### config.mk
export PLATFORM = sky130hd
export DESIGN_NAME = mux4_rr_arbiter
export DESIGN_NICKNAME = d
export VERILOG_FILES = /design/src/rtl/mux4_rr_arbiter_pkg.sv /design/src/rtl/mux4_rr_arbiter_mux_4x1.sv /design/src/rtl/mux4_rr_arbiter.sv
export SDC_FILE = /design/constraint.sdc
export NUM_CORES = 1
export LEC_CHECK = 0
export BUFFER_PORTS_ARGS = -buffer_cell sky130_fd_sc_hd__buf_2
export CORE_ASPECT_RATIO = 1.75
export CORE_MARGIN = 10
export CORE_UTILIZATION = 41
export CTS_CLUSTER_SIZE = 16
export DETAILED_ROUTE_END_ITERATION = 6
export GPL_ROUTABILITY_DRIVEN = 0
export MAX_ROUTING_LAYER = met4
export PLACE_DENSITY = 0.77
export SLEW_MARGIN = 20
export SYNTH_ARGS = -nofsm -noshare
export SYNTH_HDL_FRONTEND = slang
export SYNTH_SLANG_ARGS = --single-unit
### constraint.sdc
create_clock -name clk -period 2.41 [get_ports clk]
set_clock_uncertainty 0.1 [all_clocks]
set_input_delay 0.482 -clock clk [delete_from_list [all_inputs] [get_ports clk]]
set_output_delay 0.482 -clock clk [all_outputs]
set_load 0.005 [all_outputs]
### src/rtl/mux4_rr_arbiter_pkg.sv
// Shared definitions for the round-robin 4:1 mux arbiter: state encoding,
// default parameters and the source index type.
package mux4_rr_arbiter_pkg;

    typedef enum logic {
        ST_IDLE  = 1'b0,
        ST_GRANT = 1'b1
    } state_t;

    localparam int DEFAULT_WIDTH    = 32;
    localparam int DEFAULT_MAX_HOLD = 8;

    typedef logic [1:0] src_idx_t;

endpackage

### src/rtl/mux4_rr_arbiter_mux_4x1.sv
// Purely combinational 4:1 word multiplexer driven by a 2-bit select.
module mux_4x1
    import mux4_rr_arbiter_pkg::*;
#(
    parameter int WIDTH = DEFAULT_WIDTH
) (
    input  src_idx_t         sel,
    input  logic [WIDTH-1:0] i0,
    input  logic [WIDTH-1:0] i1,
    input  logic [WIDTH-1:0] i2,
    input  logic [WIDTH-1:0] i3,
    output logic [WIDTH-1:0] y
);

    always_comb begin
        y = i0;
        case (sel)
            2'd0: y = i0;
            2'd1: y = i1;
            2'd2: y = i2;
            2'd3: y = i3;
            default: y = i0;
        endcase
    end

endmodule

### src/rtl/mux4_rr_arbiter.sv
// Round-robin arbiter owning a shared 4:1 mux: registered one-hot grant and
// select, bounded hold time, and a registered output word with valid flag.
module mux4_rr_arbiter
    import mux4_rr_arbiter_pkg::*;
#(
    parameter int WIDTH    = DEFAULT_WIDTH,
    parameter int MAX_HOLD = DEFAULT_MAX_HOLD
) (
    input  logic             clk,
    input  logic             reset,
    input  logic [3:0]       req,
    input  logic [WIDTH-1:0] I0,
    input  logic [WIDTH-1:0] I1,
    input  logic [WIDTH-1:0] I2,
    input  logic [WIDTH-1:0] I3,
    output logic [3:0]       gnt,
    output logic [1:0]       S,
    output logic [WIDTH-1:0] Y,
    output logic             valid
);

    localparam logic [7:0] HOLD_LAST = 8'(MAX_HOLD - 1);

    state_t           state_reg, state_next;
    src_idx_t         ptr_reg, ptr_next;
    logic [7:0]       hcnt_reg, hcnt_next;
    logic [3:0]       gnt_reg, gnt_next;
    src_idx_t         s_reg, s_next;
    logic [WIDTH-1:0] y_reg;
    logic             valid_reg;

    logic [WIDTH-1:0] y_mux;
    logic [3:0]       pick_mask;
    logic [3:0]       others;
    src_idx_t         pick_idx;
    logic             pick_found;
    src_idx_t         cand_idx [4];

    mux_4x1 #(.WIDTH(WIDTH)) u_mux (
        .sel (s_reg),
        .i0  (I0),
        .i1  (I1),
        .i2  (I2),
        .i3  (I3),
        .y   (y_mux)
    );

    // Scan order starts just after the last owner; the owner itself comes last.
    for (genvar gi = 0; gi < 4; gi++) begin : g_cand
        assign cand_idx[gi] = ptr_reg + 2'(gi + 1);
    end

    // The current owner is always ptr_reg, so masking it out excludes it from handover.
    assign others    = req & ~(4'b0001 << ptr_reg);
    assign pick_mask = (state_reg == ST_IDLE) ? req : others;

    always_comb begin
        pick_found = 1'b0;
        pick_idx   = ptr_reg;
        for (int n = 3; n >= 0; n--) begin
            if (pick_mask[cand_idx[n]]) begin
                pick_idx   = cand_idx[n];
                pick_found = 1'b1;
            end
        end
    end

    always_comb begin
        state_next = state_reg;
        ptr_next   = ptr_reg;
        hcnt_next  = hcnt_reg;
        gnt_next   = gnt_reg;
        s_next     = s_reg;
        case (state_reg)
            ST_IDLE: begin
                if (pick_found) begin
                    state_next = ST_GRANT;
                    gnt_next   = 4'b0001 << pick_idx;
                    s_next     = pick_idx;
                    ptr_next   = pick_idx;
                    hcnt_next  = 8'd0;
                end
            end
            ST_GRANT: begin
                // Release wins over hold expiry when both happen in one cycle.
                if (req[ptr_reg] && !(hcnt_reg == HOLD_LAST && pick_found)) begin
                    if (hcnt_reg != HOLD_LAST) begin
                        hcnt_next = hcnt_reg + 8'd1;
                    end
                end else if (pick_found) begin
                    gnt_next  = 4'b0001 << pick_idx;
                    s_next    = pick_idx;
                    ptr_next  = pick_idx;
                    hcnt_next = 8'd0;
                end else begin
                    state_next = ST_IDLE;
                    gnt_next   = 4'b0000;
                end
            end
            default: state_next = ST_IDLE;
        endcase
    end

    always_ff @(posedge clk) begin
        if (reset) begin
            state_reg <= ST_IDLE;
            ptr_reg   <= 2'd3;
            hcnt_reg  <= 8'd0;
            gnt_reg   <= 4'b0000;
            s_reg     <= 2'd0;
            y_reg     <= '0;
            valid_reg <= 1'b0;
        end else begin
            state_reg <= state_next;
            ptr_reg   <= ptr_next;
            hcnt_reg  <= hcnt_next;
            gnt_reg   <= gnt_next;
            s_reg     <= s_next;
            if (state_reg == ST_GRANT) begin
                y_reg     <= y_mux;
                valid_reg <= 1'b1;
            end else begin
                valid_reg <= 1'b0;
            end
        end
    end

    assign gnt   = gnt_reg;
    assign S     = s_reg;
    assign Y     = y_reg;
    assign valid = valid_reg;

endmodule

Yosys cells after proc, flatten, opt, wreduce, memory -nomap -nowiden
Index checks and enable logic that the tools add are counted.
{"block": "word_totals", "regBits": 50, "inputBits": 134, "elab_cells": 70}
{"block": "op_classes", "n_addsub": 4, "order_cmp": 4, "n_eq_ne": 8, "n_shift": 2, "muxes": 37, "n_bitwise": 3, "reduce_logical": 5}
{"op": "case mux 32 bit (4 select lines)", "count": 1}
{"op": "two-way mux 8 bit", "count": 3}
{"op": "two-way mux 4 bit", "count": 4}
{"op": "case mux 8 bit (2 select lines)", "count": 1}
{"op": "two-way mux 2 bit", "count": 7}
{"op": "< comparator 2 x 3 -> 1 bit (second input constant)", "count": 4}
{"op": "two-way mux 1 bit", "count": 12}
{"op": "binary-select mux 1 bit (select 2 bit)", "count": 5}
{"op": "adder 8 x 1 -> 8 bit (second input constant)", "count": 1}
{"op": "== test 8 x 3 -> 1 bit (second input constant)", "count": 1}
{"op": "!= test 8 x 3 -> 1 bit (second input constant)", "count": 1}
{"op": "case mux 2 bit (2 select lines)", "count": 2}
{"op": "case mux 4 bit (2 select lines)", "count": 1}
{"op": "left shift 1 x 2 -> 4 bit (first input constant)", "count": 2}
{"op": "adder 2 bit (second input constant)", "count": 2}
{"op": "bitwise AND 4 bit", "count": 1}
{"op": "== test 2 bit (second input constant)", "count": 2}
{"op": "!= test 2 bit (second input constant)", "count": 2}
{"op": "NOT 4 bit", "count": 1}
{"op": "!= test 3 x 2 -> 1 bit (second input constant)", "count": 1}
{"op": "adder 2 x 1 -> 2 bit (second input constant)", "count": 1}
{"op": "== test 2 x 1 -> 1 bit (second input constant)", "count": 1}
{"op": "logical AND 1 bit", "count": 2}
{"op": "zero test 2 bit", "count": 1}
{"op": "other kinds (4)", "count": 4}

Logic depth before layout (Yosys ltp)
Gate-level depths: netlist (run 1).
{"block": "logic_depth", "depth_word": 15, "depth_mapped": 8, "ltp_nobuf": 7}

By module
From an unflattened synthesis (run 1), not the netlist that was laid out.
{"block": "hier_totals", "hier_cells": 278, "area_unflattened_um2": 3149.3}
{"mod": "mux4_rr_arbiter", "n_inst": 1, "cells_each": 239, "area_per_inst_um2": 2334.7, "seq_area_each_um2": 1001.0}
{"mod": "mux_4x1", "n_inst": 1, "cells_each": 39, "area_per_inst_um2": 814.5, "seq_area_each_um2": 0.0}

Worst setup path before layout (run 1)
Ideal clock, no wire load.
{"block": "synth_path", "path_type": "register -> register", "from": "register ptr_reg[0]", "to": "register s_reg[0] (netlist: S[0])", "setup_time_ns": 0.122, "t_arrival_ns": 2.081, "setup_slack_ns": 0.108, "path_stages_with_launch": 9, "path_buffers": 1, "synth_period_minus_slack_ns": 2.302, "path_cell_list": "dfxtp_1 -> buf_6 -> inv_2 -> ha_1 -> nand2b_1 -> mux4_2 -> a211oi_2 -> nor4_2 -> o311a_1"}
{"block": "synth_between", "elab_chain_cells": 14}
{"item": "start, declared", "line": "mux4_rr_arbiter.sv:25", "rtl": "src_idx_t ptr_reg, ptr_next;"}
{"item": "start signal, assigned", "line": "mux4_rr_arbiter.sv:115", "rtl": "ptr_reg <= ptr_next;"}
{"item": "parallel branches: the longest is 14 deep, another holds left shift 1 x 2 -> 4 bit"}
{"item": "end signal, assigned", "line": "mux4_rr_arbiter.sv:118", "rtl": "s_reg <= s_next;"}
{"item": "end, declared", "line": "mux4_rr_arbiter.sv:28", "rtl": "src_idx_t s_reg, s_next;"}
Several ways; the timed one is not identified. The select of a mux whose other input is x is not followed.
A chain may end at the register's enable or synchronous reset.

Final worst setup path (run 1)
{"block": "layout_path", "from": "register ptr_reg[0]", "to": "register gnt_reg[1] (netlist: gnt[1])"}
{"block": "layout_between", "elab_chain_cells": 15}
{"item": "left shift 1 x 2 -> 4 bit", "line": "mux4_rr_arbiter.sv:54", "rtl": "assign others = req & ~(4'b0001 << ptr_reg);"}
{"item": "NOT 4 bit", "line": "mux4_rr_arbiter.sv:54"}
{"item": "bitwise AND 4 bit", "line": "mux4_rr_arbiter.sv:54"}
{"item": "two-way mux 4 bit", "line": "mux4_rr_arbiter.sv:55", "rtl": "assign pick_mask = (state_reg == ST_IDLE) ? req : others;"}
{"item": "binary-select mux 1 bit (select 2 bit)", "line": "mux4_rr_arbiter.sv:61", "rtl": "if (pick_mask[cand_idx[n]]) begin"}
{"item": "two-way mux 1 bit (not written as such)", "line": "mux4_rr_arbiter.sv:61"}
{"item": "two-way mux 1 bit (4 in series)", "line": "mux4_rr_arbiter.sv:61"}
{"item": "logical AND 1 bit", "line": "mux4_rr_arbiter.sv:86", "rtl": "if (req[ptr_reg] && !(hcnt_reg == HOLD_LAST && pick_found)) begin"}
{"item": "zero test 1 bit", "line": "mux4_rr_arbiter.sv:86"}
{"item": "logical AND 1 bit", "line": "mux4_rr_arbiter.sv:86"}
{"item": "!= test 2 bit (no source line)"}
{"item": "AND reduction 2 bit (no source line)"}
{"item": "end signal, assigned", "line": "mux4_rr_arbiter.sv:117", "rtl": "gnt_reg <= gnt_next;"}
{"item": "end, declared", "line": "mux4_rr_arbiter.sv:27", "rtl": "logic [3:0] gnt_reg, gnt_next;"}
Parallel ways exist; a longest one is shown, timed or not. The select of a mux whose other input is x is not followed.

==> results of run 1 <==
## path summary, 6_finish.rpt
path / depth (start not counted) / from / endpoint / slack (ps)
hold / removal: 2 / gnt[0] / gnt[0] / 370
setup / recovery: 7 / ptr_reg[0] / gnt[1] / 50
setup reg to reg: 7 / ptr_reg[0] / gnt[1] / 50
hold reg to reg: 2 / gnt[0] / gnt[0] / 370
## area by class of cell
class / instances / area [um^2] / share of cell area [%]
diodes: 1 / 2.50 / 0.0574
clock buffers: 5 / 125 / 2.87
clock inverters: 3 / 18.8 / 0.431
inverters: 4 / 15.0 / 0.345
multi-input cells: 220 / 2100 / 48.1
flip-flops and latches: 50 / 1000 / 23.1
well taps: 88 / 110 / 2.53
repair buffers: 185 / 983 / 22.6
## metal layers
layer | GRT usage [%] | part of all wire (%) | up-vias
li1 | - | - | 1467
met2 | 32.7 | 56 | 143
met3 | 2.84 | 4.9 | 17
met1 | 18.9 | 36 | 1540
met4 | 7.14 | 2.4 | 0
met5 | - | 0 | -
## placed cells by master, fill, tap and decap left out, drive strengths merged, types with 4 or more instances in the layout
master and n:
buf 185, dfxtp 50, nor2 44, mux2i 37, mux4 36, a21oi 12
nand2 10, nor3 8, nand3 7, o21ai 6, nand2b 5, nand3b 5
ha 5, clkbuf 5, inv 5, nor2b 4, o31ai 4, nor4 4
or3 4
## cells by family after synthesis
family,Yosys count,share of synthesized area (%)
compound gates,39,9.17
fa+ha+maj,5,1.94
buf+inv,24,3.85
flops,50,31.1
mux,76,37.7
simple gates,100,16.2
## metrics by stage
stage | hold slack, ps | utilization, % | area (um^2) | setup slack, ps
after floorplan | 362 | - | 3220 | 108
after global placement | 359 | 55.2 | 4210 | 147
after detailed placement | 367 | 55.2 | 4210 | 5.71
after CTS | 376 | 57.1 | 4350 | 45.4
after global routing | 408 | 57.2 | 4360 | -24.7
final | 373 | 57.2 | 4360 | 53.1
## worst min-delay path: stages, from the launching register on
cell	delay (ps)
dfxtp_1	310
nand3_1	60
o31ai_1	50
## power by group
part	switching (W)	leakage [nW]	internal, W	total, W
Combinational	0.000920	1.55	0.00103	0.00195
Sequential	0.000129	0.412	0.00101	0.00114
Clock	0.000318	0.0740	0.000385	0.000703
Total	0.00137	2.04	0.00242	0.00379
## repair_timing
| item | in CTS | in global routing |
|---|---|---|
| resized for setup | 1 | 1 |
| pin swaps | 0 | 1 |
| buffers inserted | 0 | 0 |
| setup endpoints to repair | 1 | 5 |
==> metrics.cfg, run 1 <==
[run_status]
status=completed

[global_route]
grt_first_pass_wirelength_mm=16.9
grt_usage_pct=18.1
gr-total-overflow=0
antenna_found_initial=1
grt_pass1_vias=3530
grt_max_degree=33

[sta]
drv_slew=0
setup_violations=0
worstMarginPinSlew_ps=614
rsz0062_at_grt=yes
post-route-min-period_ps=2360
finalSetupTns_ps=0
fmax_mhz=424
finalHoldViolCount=0
slew_headroom_pct=59.0
min_period_over_period_pct=97.8

[critical_path]
cp.required_ps=2480
critPathMaxFanout=5
cp-start-kind=register
cp_slowest_stage_delay_ps=510
cp.arrival_ps=2430
end_kind=register
cp_top_family=multiplexers
crit_chain=buf_4 -> ha_1 -> nor2b_1 -> mux4_2 -> o211a_4 -> nor4_1 -> o31ai_1
slowest_stage=mux4_2
worst-path-buf-inv=1
path_class=register to register

[clock_tree]
htree_levels=2
clkTransAtPathRegs_ps=70
cts_buffers=5
cts_max_path_buffers=2
cts_root_buffer=clkbuf_16
cts_tree=built
clkSinkCount=50
clk-insertion-delay-late_ps=290
cts.hold.buffers_added=0

[die]
core.rowCount=42
fp.dieH_um=137
initial_utilization_pct=42.2
core-area_um2=7620
dieArea_um2=11900
die_w_um=87.0
io_pins=173

[drt]
post-route-drc-count=0
drtIter0Drc=184
vias=3167
dr.pass1.iters=4
wl_mm=10.9
antenna_left=0
drt-wirelength-per-cell_um=19.6
drt-vias-per-instance=5.70

[pwr]
vdd_drop_max_uv=360
p_total_w=0.00379
power_leakage_nw=2.04
power_density_nw_per_um2=869

[final_layout]
area_growth_pct=35.4
nNetsFinal=605
largest_register_ffs=32
fin_cells=556
drive_gt1_share_pct=53.3
fill_cells=647

[synth]
synth_common_cells=dfxtp_1 (50), nor2_1 (44), mux2i_1 (37)
synthCells=294
avgSynthCellArea_um2=11.0
ys_seq_elements=50
ys_warn_count=0
yosysTopAreaCell=dfxtp_1
yosys.cell_count.top_type=dfxtp_1
ys.flop_type=dfxtp_1
synth_edf_count=0
synth_cell_type_count=50
syn_nets=433
synth-async-reset-ratio_pct=0
yosysSeqAreaShare_pct=31.1
yosysTopAreaCellShare_pct=31.1
synth_area_leaders=dfxtp_1 (31%), mux4_2 (25%), mux2i_1 (12%)
mappedNetlistArea_um2=3220

[placed_design]
io_buffer_count=172
dp_hpwl_mm=9.06
place_inst=547

[run]
cap_violations=0

[hold_path]
min_path_type=register to register

(Power assumes the default switching activity.)
==> inputs of run 2 (changes only) <==
- SETUP_SLACK_MARGIN: default -> 0.1
- SKIP_LAST_GASP: default -> 1
==> run 2 against run 1 <==
  * Non-clock buffer count rose by 8
  * First-iteration DRC count grew 7.6%
  * Fmax rose by 1.7%
  * Count of clock-buffer cells in the layout unchanged
  * Worst hold slack better by 15 ps
  * Via count increased by 1.5%
  * Critical path type unchanged
  * Largest power group unchanged
  * Cell count is 1.4% higher
  * Design area up 4.9%
  * Highest routed layer unchanged
==> metrics.cfg, run 2 (same netlist as run 1, synthesis figures left out) <==
[run_status]
status=completed  ; unchanged

[pwr]
power_density_nw_per_um2=900  ; was 869 nW/um^2
vdd_drop_max_uv=367  ; was 360 uV
power_leakage_nw=2.10  ; was 2.04 nW

[placed_design]
dp_hpwl_mm=9.06  ; unchanged
io_buffer_count=172  ; unchanged

[final_layout]
utilization_pct=60.0  ; was 57.2%
nNetsFinal=613  ; was 605
largest_register_ffs=32  ; unchanged
area_growth_pct=42.0  ; was 35.4%
final_cell_mix=buf_2 (172), dfxtp_1 (46), nor2_1 (44)  ; was buf_2 (172), dfxtp_1 (47), nor2_1 (44)
drive_gt1_share_pct=57.1  ; was 53.3%
fill_cells=627  ; was 647
final_common_cell=buf_2  ; unchanged

[global_route]
antenna_found_initial=1  ; unchanged
grt_pass1_vias=3528  ; was 3530
grt_max_degree=33  ; unchanged
grt_usage_pct=18.1  ; about the same
grt_first_pass_wirelength_mm=16.9  ; about the same
gr-total-overflow=0  ; unchanged

[drt]
drtIter0Drc=198  ; was 184
drt-vias-per-instance=5.70  ; about the same
drt-wirelength-per-cell_um=20.2  ; was 19.6 um
antenna_left=0  ; unchanged
post-route-drc-count=0  ; unchanged
wl_mm=11.4  ; was 10.9 mm
vias=3214  ; was 3167
dr.pass1.iters=6  ; was 4

[critical_path]
reg2reg_depth=7  ; unchanged
critPathMaxFanout=5  ; unchanged
crit_chain=buf_6 -> ha_4 -> nand2b_4 -> mux4_2 -> a211o_1 -> a31oi_1 -> o311a_1  ; was buf_4 -> ha_1 -> nor2b_1 -> mux4_2 -> o211a_4 -> nor4_1 -> o31ai_1
end_kind=register  ; unchanged
reg2reg_from=ptr_reg[0]  ; unchanged
path_class=register to register  ; unchanged
cp_slowest_stage_delay_ps=520  ; was 510 ps
slowest_stage=mux4_2  ; unchanged
setup.worst_path.end=S[0]  ; was gnt[1]
cp-startpoint=ptr_reg[0]  ; unchanged
rr_endpoint=S[0]  ; was gnt[1]
cp-start-kind=register  ; unchanged
cp.required_ps=2540  ; was 2480 ps
cp.arrival_ps=2450  ; was 2430 ps
reg2reg_setup_slack_ps=90  ; was 50 ps

[sta]
slew_headroom_pct=57.4  ; was 59.0%
worstMarginPinSlew_ps=638  ; was 614 ps
post-route-min-period_ps=2320  ; was 2360 ps
finalHoldViolCount=0  ; unchanged
fmax_mhz=431  ; was 424 MHz
rsz0062_at_grt=yes  ; unchanged
setup_violations=0  ; unchanged
drv_slew=0  ; unchanged
min_period_over_period_pct=96.2  ; was 97.8%
finalSetupTns_ps=0  ; unchanged

[clock_tree]
cts_max_path_buffers=2  ; unchanged
cts_buffers=5  ; unchanged
clk-insertion-delay-late_ps=290  ; about the same
htree_levels=2  ; unchanged
clkTransAtPathRegs_ps=70  ; about the same
cts_tree=built  ; unchanged
cts_root_buffer=clkbuf_16  ; unchanged
clkSinkCount=50  ; unchanged

[die]
fp.dieH_um=137  ; unchanged
die_w_um=87.0  ; unchanged
core-area_um2=7620  ; unchanged
dieArea_um2=11900  ; unchanged
io_pins=173  ; unchanged
initial_utilization_pct=42.2  ; unchanged
core.rowCount=42  ; unchanged

[hold_path]
min_path_type=register to register  ; unchanged
min_from=gnt[1]  ; was gnt[0]

[run]
cap_violations=0  ; unchanged

[run 2: cell count changes in the layout (fill, tap and decap cells not counted), moves of 3 or more]
| cell | change |
|---|---|
| ha_1 | -4 |
| ha_4 | +4 |
| nand2b_4 | +4 |
| nor4_4 | +3 |
| buf_4 | +5 |
| buf_6 | +3 |
| nand2b_1 | -4 |
[run 2: worst min path at each step]
| stage | endpoint | cells past startpoint |
|---|---|---|
| global route | gnt[1] | 2 |
| floorplan | gnt[0] | 2 |
| finish | gnt[1] | 2 |
| detailed placement | gnt[0] | 2 |
| global placement | gnt[2] | 2 |
| CTS | gnt[0] | 2 |
[run 2: layout make-up]
class / count / area (um^2) / share of cell area (%)
diodes: 1 / 2.50 / 0.0547
clock buffers: 5 / 125 / 2.74
clock inverters: 3 / 18.8 / 0.411
inverters: 4 / 20.0 / 0.438
multi-input cells: 220 / 2230 / 48.8
flip-flops and latches: 50 / 1010 / 22.1
well taps: 88 / 110 / 2.41
repair buffers: 193 / 1050 / 23.1
[run 2: critical path, delay by kind of cell (launching register included)]
| kind | cells | cell delay [ps] |
|---|---|---|
| AOI/OAI and AO/OA | 3 | 860 |
| muxes | 1 | 520 |
| and+or+nand+nor | 1 | 140 |
| adders and majority gates | 1 | 150 |
| buffers and inverters | 1 | 140 |
| DFF | 1 | 360 |
[run 2: per-stage QoR]
stage          cells  setup slack, ps  area [um^2]  hold slack, ps  total power [W]
3_5_place_dp     547             5.71         4210             367          0.00310
2_1_floorplan    294              108         3220             362          0.00249
4_1_cts          555             89.4         4360             376          0.00382
3_3_place_gp     547              147         4210             359          0.00302
5_1_grt          564             32.9         4570             414          0.00435
6_report         564             92.1         4570             388          0.00411
[run 2: per-layer routing]
metal	up-vias	wire, um	share of wire, %	GRT usage [%]
met4	0	261	2.3	7.14
met2	143	6550	57	32.6
met3	21	477	4.2	2.84
li1	1486	-	-	-
met5	-	0	0	-
met1	1564	4120	36	18.9
[run 2: timing repair]
| action | CTS | global route |
|---|---|---|
| buffers inserted | 0 | 8 |
| hold endpoints to repair | 0 | 0 |
| hold buffers | 0 | 0 |
| resized for setup | 2 | 29 |
| endpoints found under the setup margin | 5 | 6 |
| pin swaps | 1 | 5 |
| cloned | 0 | 0 |
[run 2: where the power goes]
part / switching [W] / internal [W] / total (W)
combinational: 0.00105 / 0.00121 / 0.00226
clock: 0.000315 / 0.000385 / 0.000700
sequential: 0.000144 / 0.00101 / 0.00116
